### src/rtl/seq_alu.sv
// seq_alu: handshaked ALU. Single-cycle ops complete one cycle after accept; signed MUL and DIV
// run iteratively, one bit per cycle, and return a 2*WIDTH result (product, or quotient/remainder).
// Build option: define SEQ_ALU_MULDIV_EN to include the multi-cycle multiply/divide datapath.
// Without it, opcodes 14/15 complete in one cycle with zero results.
module seq_alu #(
  parameter int unsigned WIDTH = 32
) (
  input  logic             clk,
  input  logic             rst_n,
  input  logic             in_valid,
  output logic             in_ready,
  input  logic [3:0]       select,
  input  logic [WIDTH-1:0] data_in1,
  input  logic [WIDTH-1:0] data_in2,
  output logic             out_valid,
  input  logic             out_ready,
  output logic [WIDTH-1:0] data_out,
  output logic [WIDTH-1:0] data_out_hi,
  output logic             cond
);

  localparam int unsigned CW = $clog2(WIDTH);

  localparam logic [1:0] StIdle = 2'd0;
  localparam logic [1:0] StDone = 2'd3;
`ifdef SEQ_ALU_MULDIV_EN
  localparam logic [1:0] StMul  = 2'd1;
  localparam logic [1:0] StDiv  = 2'd2;
`endif

  logic [1:0]       state_q, state_d;
  logic             accept;
  logic [CW-1:0]    shamt;
  logic [WIDTH-1:0] alu_res;
  logic             br_taken, is_branch, alu_cond;
  logic             load;
  logic [WIDTH-1:0] lo_d, hi_d, lo_q, hi_q;
  logic             cond_d, cond_q;

  assign in_ready  = (state_q == StIdle);
  assign out_valid = (state_q == StDone);
  assign accept    = in_valid && in_ready;
  assign shamt     = data_in2[CW-1:0];
  assign is_branch = select inside {[4'd6:4'd9]};

  // Single-cycle result, evaluated directly from the operands presented at accept
  always_comb begin
    alu_res  = '0;
    br_taken = 1'b0;
    case (select)
      4'd0:    alu_res = data_in1 + data_in2;
      4'd1:    alu_res = data_in1 - data_in2;
      4'd2:    alu_res = data_in1 & data_in2;
      4'd3:    alu_res = data_in1 | data_in2;
      4'd4:    alu_res = data_in1 ^ data_in2;
      4'd5:    alu_res = {{(WIDTH-1){1'b0}}, $signed(data_in1) < $signed(data_in2)};
      4'd6:    br_taken = (data_in1 == data_in2);
      4'd7:    br_taken = (data_in1 != data_in2);
      4'd8:    br_taken = ($signed(data_in1) < $signed(data_in2));
      4'd9:    br_taken = ($signed(data_in1) >= $signed(data_in2));
      4'd10:   alu_res = {{(WIDTH-1){1'b0}}, data_in1 < data_in2};
      4'd11:   alu_res = data_in1 << shamt;
      4'd12:   alu_res = data_in1 >> shamt;
      4'd13:   alu_res = $unsigned($signed(data_in1) >>> shamt);
      default: alu_res = '0;  // MUL/DIV slots when the iterative unit is not built
    endcase
  end

  assign alu_cond = is_branch ? br_taken : (alu_res == '0);

`ifdef SEQ_ALU_MULDIV_EN
  logic [CW-1:0]      cnt_q;
  logic [2*WIDTH-1:0] work_q;  // MUL: {partial hi, multiplier}; DIV: {remainder, dividend/quotient}
  logic [WIDTH-1:0]   opnd_q;  // MUL: |multiplicand|; DIV: |divisor|
  logic               neg_q, rneg_q, dz_q;
  logic               last;
  logic [WIDTH-1:0]   mag_a, mag_b;
  logic [WIDTH:0]     mul_sum, div_shift, div_trial;
  logic [2*WIDTH-1:0] mul_next, div_next, mul_fix;
  logic [WIDTH-1:0]   div_rem, quo_fix, rem_fix;

  assign mag_a = data_in1[WIDTH-1] ? -data_in1 : data_in1;
  assign mag_b = data_in2[WIDTH-1] ? -data_in2 : data_in2;
  assign last  = (cnt_q == CW'(WIDTH - 1));

  assign mul_sum  = {1'b0, work_q[2*WIDTH-1:WIDTH]} + (work_q[0] ? {1'b0, opnd_q} : '0);
  assign mul_next = {mul_sum, work_q[WIDTH-1:1]};
  assign mul_fix  = neg_q ? -mul_next : mul_next;

  // Restoring step: keep the trial difference only when it did not go negative
  assign div_shift = {work_q[2*WIDTH-1:WIDTH], work_q[WIDTH-1]};
  assign div_trial = div_shift - {1'b0, opnd_q};
  assign div_rem   = div_trial[WIDTH] ? div_shift[WIDTH-1:0] : div_trial[WIDTH-1:0];
  assign div_next  = {div_rem, work_q[WIDTH-2:0], ~div_trial[WIDTH]};
  // Divide-by-zero forces an all-ones quotient; the remainder naturally comes out as the dividend
  assign quo_fix   = dz_q ? '1 : (neg_q ? -div_next[WIDTH-1:0] : div_next[WIDTH-1:0]);
  assign rem_fix   = rneg_q ? -div_next[2*WIDTH-1:WIDTH] : div_next[2*WIDTH-1:WIDTH];

  // Iterative datapath: load magnitudes and signs on accept, then one bit per cycle
  always_ff @(posedge clk or negedge rst_n) begin
    if (!rst_n) begin
      cnt_q  <= '0;
      work_q <= '0;
      opnd_q <= '0;
      neg_q  <= 1'b0;
      rneg_q <= 1'b0;
      dz_q   <= 1'b0;
    end else if (state_q == StIdle) begin
      if (accept && (select[3:1] == 3'b111)) begin
        cnt_q  <= '0;
        neg_q  <= data_in1[WIDTH-1] ^ data_in2[WIDTH-1];
        rneg_q <= data_in1[WIDTH-1];
        dz_q   <= (data_in2 == '0);
        if (select[0]) begin
          work_q <= {{WIDTH{1'b0}}, mag_a};
          opnd_q <= mag_b;
        end else begin
          work_q <= {{WIDTH{1'b0}}, mag_b};
          opnd_q <= mag_a;
        end
      end
    end else if (state_q == StMul) begin
      work_q <= mul_next;
      cnt_q  <= cnt_q + CW'(1);
    end else if (state_q == StDiv) begin
      work_q <= div_next;
      cnt_q  <= cnt_q + CW'(1);
    end
  end
`endif

  // Next state and the result to latch on entry to DONE
  always_comb begin
    state_d = state_q;
    load    = 1'b0;
    lo_d    = alu_res;
    hi_d    = '0;
    cond_d  = alu_cond;
    case (state_q)
      StIdle: begin
        if (accept) begin
`ifdef SEQ_ALU_MULDIV_EN
          if (select == 4'd14) begin
            state_d = StMul;
          end else if (select == 4'd15) begin
            state_d = StDiv;
          end else begin
            state_d = StDone;
            load    = 1'b1;
          end
`else
          state_d = StDone;
          load    = 1'b1;
`endif
        end
      end
`ifdef SEQ_ALU_MULDIV_EN
      StMul: begin
        if (last) begin
          state_d = StDone;
          load    = 1'b1;
          lo_d    = mul_fix[WIDTH-1:0];
          hi_d    = mul_fix[2*WIDTH-1:WIDTH];
          cond_d  = (mul_fix[WIDTH-1:0] == '0);
        end
      end
      StDiv: begin
        if (last) begin
          state_d = StDone;
          load    = 1'b1;
          lo_d    = quo_fix;
          hi_d    = rem_fix;
          cond_d  = (quo_fix == '0);
        end
      end
`endif
      StDone: begin
        if (out_ready) state_d = StIdle;
      end
      default: state_d = StIdle;
    endcase
  end

  // FSM state register
  always_ff @(posedge clk or negedge rst_n) begin
    if (!rst_n) state_q <= StIdle;
    else        state_q <= state_d;
  end

  // Output registers change only when a result is presented
  always_ff @(posedge clk or negedge rst_n) begin
    if (!rst_n) begin
      lo_q   <= '0;
      hi_q   <= '0;
      cond_q <= 1'b0;
    end else if (load) begin
      lo_q   <= lo_d;
      hi_q   <= hi_d;
      cond_q <= cond_d;
    end
  end

  assign data_out    = lo_q;
  assign data_out_hi = hi_q;
  assign cond        = cond_q;

endmodule
### config.mk
export PLATFORM = sky130hd
export DESIGN_NAME = seq_alu
export DESIGN_NICKNAME = d
export VERILOG_FILES = /design/src/rtl/seq_alu.sv
export SDC_FILE = /design/constraint.sdc
export NUM_CORES = 1
export LEC_CHECK = 0
export CAP_MARGIN = 20
export CORE_ASPECT_RATIO = 0.6
export CORE_MARGIN = 5
export CORE_UTILIZATION = 60
export CTS_CLUSTER_SIZE = 30
export DETAILED_ROUTE_END_ITERATION = 8
export PLACE_DENSITY = 0.85
export SLEW_MARGIN = 20
export SYNTH_ARGS = -nofsm -noshare
export SYNTH_HDL_FRONTEND = slang
export SYNTH_SLANG_ARGS = --single-unit
### constraint.sdc
create_clock -name clk -period 4 [get_ports clk]
set_clock_uncertainty 0.1 [all_clocks]
set_input_delay 0.8 -clock clk [delete_from_list [all_inputs] [get_ports clk]]
set_output_delay 0.8 -clock clk [all_outputs]
set_load 0.01 [all_outputs]
==> results of run 1 <==
[metal layers]
metal,GRT overflow,track usage
met5,13,0.669
met4,136,0.912
met3,48,0.823
met2,223,1.00
met1,52,0.853
[synth_stat cells (15+ instances only)]
cell and n:
a22oi_1 19, ha_1 97, mux2i_1 55, inv_1 98
a31oi_1 24, o211ai_1 24, mux4_2 30, a211oi_1 29
o21a_1 15, mux2_2 33, o21ai_0 110, nand3_1 33
a221oi_1 15, buf_2 20, o221ai_1 18, nand4_1 17
nand2_1 147, clkbuf_1 75, o22ai_1 20, dfrtp_1 34
nor2b_1 31, nor3_1 39, nor2_1 152, a21oi_1 111
nand2b_1 17, nor4_1 23, buf_4 43, o31ai_1 24
[cells by family after synthesis]
family,count (synthesis),share of synthesized area
simple gates,539,0.231
other cells,1,0.000331
xor+xnor,13,0.0100
compound gates,542,0.326
buf+inv,252,0.103
fa+ha+maj,99,0.111
mux,120,0.144
flops,34,0.0751
[repair_timing]
item | in CTS
buffers inserted | 14
pin swaps | 24
endpoints found under the setup margin | 16
hold endpoints to repair | 0
resized for setup | 145
[stage by stage]
step | hold WS (ps) | TNS, ps | worst slack [ps] | cell area [µm²]
after CTS | 391 | -747 | -683 | 17300
after floorplan | 404 | -292 | -292 | 11600
after global placement | 360 | -5510 | -1040 | 16400
after detailed placement | 378 | -10140 | -1530 | 16400
==> flow_summary.json, run 1 <==
{
  "rows": 38,
  "hpwl_um": 52800,
  "yosysSeqAreaShare": 0.0751,
  "ys.flop_type": "dfrtp_1",
  "syn_avg_cell_area_um2": 7.08,
  "syn_inst": 1600,
  "io-pin-count": 139,
  "htree_levels": 2,
  "cts_max_path_buffers": 2,
  "synth_area_leaders": "ha_1 11%, dfrtp_1 7.5%, mux4_2 6.0%, nor2_1 5.0%, a21oi_1 4.9%",
  "status": "aborted with a tool error",
  "hold_buffers": 0,
  "fp.dieW_um": 187,
  "grt_pass1_wl_um": 150000,
  "haltStage": "5_1_grt",
  "portBuffers": 106,
  "gp_congestion": 1.29,
  "ys_warn_count": 0,
  "gr-total-overflow": 472,
  "async_flop_share": 1.00,
  "dp_cells": 2387,
  "grtUsageTotal": 0.889,
  "cts-root-buf": "clkbuf_16",
  "numCtsBuffers": 5,
  "start_util": 0.619,
  "ys_ff_latch": 34,
  "yosysUniqueCellTypes": 88,
  "yosys.area.top_type": "ha_1",
  "synth-edff-count": 0,
  "syn_area_um2": 11300,
  "die_h_um": 116,
  "grt_pass1_vias": 23100,
  "cts_sinks": 34,
  "synth.top_cell.area_share": 0.107,
  "grt_max_degree": 51,
  "error": "[ERROR GRT-0116] Global routing finished with congestion. Check the congestion regions in the DRC Viewer."
}
==> run 2, diff against run 1 <==
--- a/config.mk
+++ b/config.mk
@@ -6,12 +6,10 @@
 export NUM_CORES = 1
 export LEC_CHECK = 0
 export CAP_MARGIN = 20
-export CORE_ASPECT_RATIO = 0.6
 export CORE_MARGIN = 5
-export CORE_UTILIZATION = 60
-export CTS_CLUSTER_SIZE = 30
+export CORE_UTILIZATION = 40
 export DETAILED_ROUTE_END_ITERATION = 8
-export PLACE_DENSITY = 0.85
+export PLACE_DENSITY_LB_ADDON = 0.15
 export SLEW_MARGIN = 20
 export SYNTH_ARGS = -nofsm -noshare
 export SYNTH_HDL_FRONTEND = slang
==> run 2 against run 1 <==
Net effect: the flow now finishes, with violations (negative setup slack); synthesized cell count stayed put; synthesized area unchanged.
==> flow_summary.json, run 2 <==
{
  "status": "finished with violations",
  "violations": "negative setup slack",
  "cts-root-buf": "clkbuf_16",
  "critPathCaptureType": "register",
  "power_density_nw_per_um2": 200,
  "wl_per_cell_um": 24.6,
  "timing.final.hold_violations": 0,
  "clock_latency_ps": 280,
  "drt_iter0_drc": 2053,
  "ys.flop_type": "dfrtp_1",
  "numCtsBuffers": 5,
  "synth_area_leaders": "ha_1 11%, dfrtp_1 7.5%, mux4_2 6.0%, nor2_1 5.0%, a21oi_1 4.9%",
  "synthToLayoutAreaGrowth_pct": 61.0,
  "final_cell_mix": "653 x buf_4, 150 x nor2_1, 144 x nand2_1",
  "htree_levels": 2,
  "whs_endpoint": "data_out[23]",
  "worst-path-buf-inv": 6,
  "maxCapViolCount": 0,
  "use_met3": 0.0871,
  "finish.instance_area_um2": 18200,
  "period_share": 1.12,
  "largest_reg_flops": 32,
  "antenna_cells": 0,
  "p_leak_nw": 8.45,
  "min_from": "data_out[23]",
  "synth_common_cells": "152 x nor2_1, 147 x nand2_1, 111 x a21oi_1",
  "met1_usage": 0.523,
  "fin_total_pwr_mw": 3.64,
  "coreArea_um2": 27900,
  "start_util": 0.407,
  "syn_inst": 1600,
  "ys_ff_latch": 34,
  "grt_pass1_vias": 15600,
  "cp-start-kind": "primary input",
  "drt_wl_total_um": 64900,
  "path_class": "primary input to register",
  "grtUsageTotal": 0.396,
  "via_per_inst": 6.13,
  "cts_max_path_buffers": 2,
  "grt_pass1_wl_um": 95700,
  "syn_area_um2": 11300,
  "synth-edff-count": 0,
  "rows": 61,
  "gr-total-overflow": 0,
  "drive_gt1_frac": 0.415,
  "synth.top_cell.area_share": 0.107,
  "setup_violations": 1,
  "portBuffers": 106,
  "critPathMaxStageDelay_ps": 500,
  "multi_input_area_um2": 10300,
  "die_area_um2": 31800,
  "dpl_worst_slack_ps": -1440,
  "grt_max_degree": 44,
  "tns_ps": -499,
  "finalMaxSlewViolations": 0,
  "worst_slack_ps": -499,
  "hold_buffers": 0,
  "crit_family": "simple AND/OR/NAND/NOR gates",
  "synth_most_common_cell": "nor2_1",
  "yosysSeqAreaShare": 0.0751,
  "rsz0062_at_grt": "true",
  "yosysUniqueCellTypes": 88,
  "busiest_layer": "met2",
  "maxSlewHeadroom": 0.404,
  "reg2reg_to": "cond",
  "nets": 2426,
  "n_fill_cell": 2566,
  "fp.dieW_um": 178,
  "crit_chain": "clkdlybuf4s50_1, buf_4, and4b_1, buf_4, nand2_1, buf_12, o22ai_1, o32ai_1, buf_4, o2111a_2, nand4_1, nor4_4, buf_4, nand4_1, or4_1, o32ai_2",
  "hp-class": "register to register",
  "antenna_found_initial": 0,
  "hpwl_um": 53900,
  "path_max_fanout": 8,
  "ys_warn_count": 0,
  "post-route-util": 0.655,
  "vias": 16200,
  "clk_pin_slew_ps": 50,
  "die_h_um": 178,
  "timing.fmax_ghz": 0.222,
  "vdd_drop_max_mv": 0.216,
  "reg2reg_from": "state_q[0]",
  "cts_tree": "done",
  "seqCellArea_um2": 851,
  "worst_path_most_repeated_cell": "buf_4",
  "cp_slowest_cell": "clkdlybuf4s50_1",
  "placed_area_um2": 17200,
  "gp_congestion": 1.05,
  "worstPathArrival_ps": 4580,
  "drc_errors": 0,
  "tightest_slew_ps": 882,
  "io-pin-count": 139,
  "period_needed_ps": 4500,
  "r2r_slack_ps": 1280,
  "ant_nets": 0,
  "grtUsageMet2": 0.612,
  "r2r_cells": 9,
  "drtPass1Iterations": 6,
  "holdPathStages": 2,
  "required_ps": 4080,
  "async_flop_share": 1.00,
  "yosys.area.top_type": "ha_1",
  "syn_avg_cell_area_um2": 7.08,
  "layout_commonest_cell": "buf_4",
  "cts_sinks": 34
}
==> run 2: cell counts after synthesis <==
No cell type changed its count.
==> run 2: kinds of logic after synthesis <==
kind of cell             Yosys count  synth area share
adder cells (fa/ha/maj)           99             0.111
AO/OA/AOI/OAI                    542             0.326
flip-flops                        34            0.0751
multiplexers                     120             0.144
other                              1          0.000331
buffers and inverters            252             0.103
XOR/XNOR                          13            0.0100
AND/OR/NAND/NOR                  539             0.231
==> run 2: what timing repair did <==
item | CTS | global route
pin swaps | 33 | 33
setup endpoints to repair | 18 | 10
gates resized for setup | 192 | 138
buffers inserted | 16 | 5
==> run 2: worst register-to-register path, stage by stage, from the launching register on <==
cell and delay (ps):
dfrtp_1 390, nor2b_1 180, nor2_1 170, nor4b_4 300, nand4_1 200, nor4_4 340, buf_4 160, nand4_1 130
or4_1 440, o32ai_2 200
==> run 2: cell type report <==
type,count,share of cell area
Clock buffer,7,0.00782
Clock inverter,1,0.000274
Inverter,98,0.0206
Multi-Input combinational cell,1345,0.565
Sequential cell,34,0.0466
Tap cell,378,0.0259
Timing Repair Buffer,771,0.334
==> run 2: worst max-delay path by stage <==
| stage | start | end | slack, ps | depth (start not counted) |
|---|---|---|---|---|
| after floorplan | data_in2[2] | cond | -290 | 18 |
| after global placement | data_in1[15] | cond | -1460 | 16 |
| after detailed placement | data_in1[15] | cond | -1440 | 16 |
| after CTS | data_in1[5] | cond | -470 | 14 |
| after global routing | data_in1[0] | cond | -550 | 16 |
| final | select[3] | cond | -500 | 16 |
==> run 2: per-layer routing <==
layer,vias to the layer above,wire [µm],share of wire
li1,7250,-,-
met1,7683,26200,0.40
met2,999,27600,0.43
met3,219,6740,0.10
met4,0,4330,0.067
met5,-,0,0
==> run 2: power by group <==
part | internal, mW | switching (mW) | leakage [nW] | total, mW
clock | 0.247 | 0.146 | 0.0739 | 0.393
combinational | 1.34 | 1.44 | 7.95 | 2.77
sequential | 0.429 | 0.0492 | 0.423 | 0.478
==> run 2: metrics by stage <==
stage / std cells / hold WS [ps]
6_report: 2634 / 374
5_1_grt: 2634 / 404
4_1_cts: 2629 / 381
3_5_place_dp: 2605 / 368
3_3_place_gp: 2605 / 357
2_1_floorplan: 1631 / 404
No activity file was read; power rests on OpenSTA's default activity.
==> run 3, diff against run 2 <==
--- a/config.mk
+++ b/config.mk
@@ -7,7 +7,8 @@
 export LEC_CHECK = 0
 export CAP_MARGIN = 20
 export CORE_MARGIN = 5
-export CORE_UTILIZATION = 40
+export CORE_UTILIZATION = 64
+export CTS_BUF_LIST = sky130_fd_sc_hd__clkbuf_4 sky130_fd_sc_hd__clkbuf_8 sky130_fd_sc_hd__clkbuf_16
 export DETAILED_ROUTE_END_ITERATION = 8
 export PLACE_DENSITY_LB_ADDON = 0.15
 export SLEW_MARGIN = 20
==> run 3 against run 2 <==
Net effect: synthesized area is the same; synthesized cell count is the same; the flow now stops in 4_1_cts.
==> flow_summary.json, run 3 <==
{
  "status": "aborted with a tool error",
  "haltStage": "4_1_cts",
  "error": "[ERROR DPL-0033] detailed placement checks failed during check placement.",
  "hpwl_um": 51800,
  "io-pin-count": 139,
  "cts_max_path_buffers": 2,
  "syn_area_um2": 11300,
  "htree_levels": 2,
  "ys_ff_latch": 34,
  "synth_most_common_cell": "nor2_1",
  "rows": 48,
  "placed_area_um2": 16300,
  "syn_avg_cell_area_um2": 7.08,
  "yosysUniqueCellTypes": 88,
  "die_h_um": 143,
  "ys.flop_type": "dfrtp_1",
  "ys_warn_count": 0,
  "async_flop_share": 1.00,
  "yosysSeqAreaShare": 0.0751,
  "cts-root-buf": "clkbuf_16",
  "synth-edff-count": 0,
  "postCtsSetupRepairBufs": 38,
  "dp_cells": 2362,
  "synth_area_leaders": "ha_1 11%, dfrtp_1 7.5%, mux4_2 6.0%, nor2_1 5.0%, a21oi_1 4.9%",
  "start_util": 0.653,
  "portBuffers": 106,
  "numCtsBuffers": 5,
  "synth.top_cell.area_share": 0.107,
  "gp_congestion": 1.29,
  "ctsResizeCount": 209,
  "yosys.area.top_type": "ha_1",
  "fp.dieW_um": 143,
  "cts_sinks": 34,
  "syn_inst": 1600,
  "synth_common_cells": "152 x nor2_1, 147 x nand2_1, 111 x a21oi_1",
  "hold_buffers": 0
}
run 3: cell families after synthesis:
kind of cell	count (synthesis)	synth area share
buffers and inverters	252	0.103
AOI/OAI and AO/OA	542	0.326
adders and majority gates	99	0.111
other	1	0.000331
DFF	34	0.0751
xor gates and xnor gates	13	0.0100
and+or+nand+nor	539	0.231
muxes	120	0.144
run 3: through the flow:
| stage | utilization | hold WS [ps] | worst slack [ps] | setup TNS, ps |
|---|---|---|---|---|
| 2_1_floorplan | - | 404 | -292 | -292 |
| 3_3_place_gp | 0.939 | 354 | -955 | -5630 |
| 3_5_place_dp | 0.939 | 373 | -1220 | -9430 |
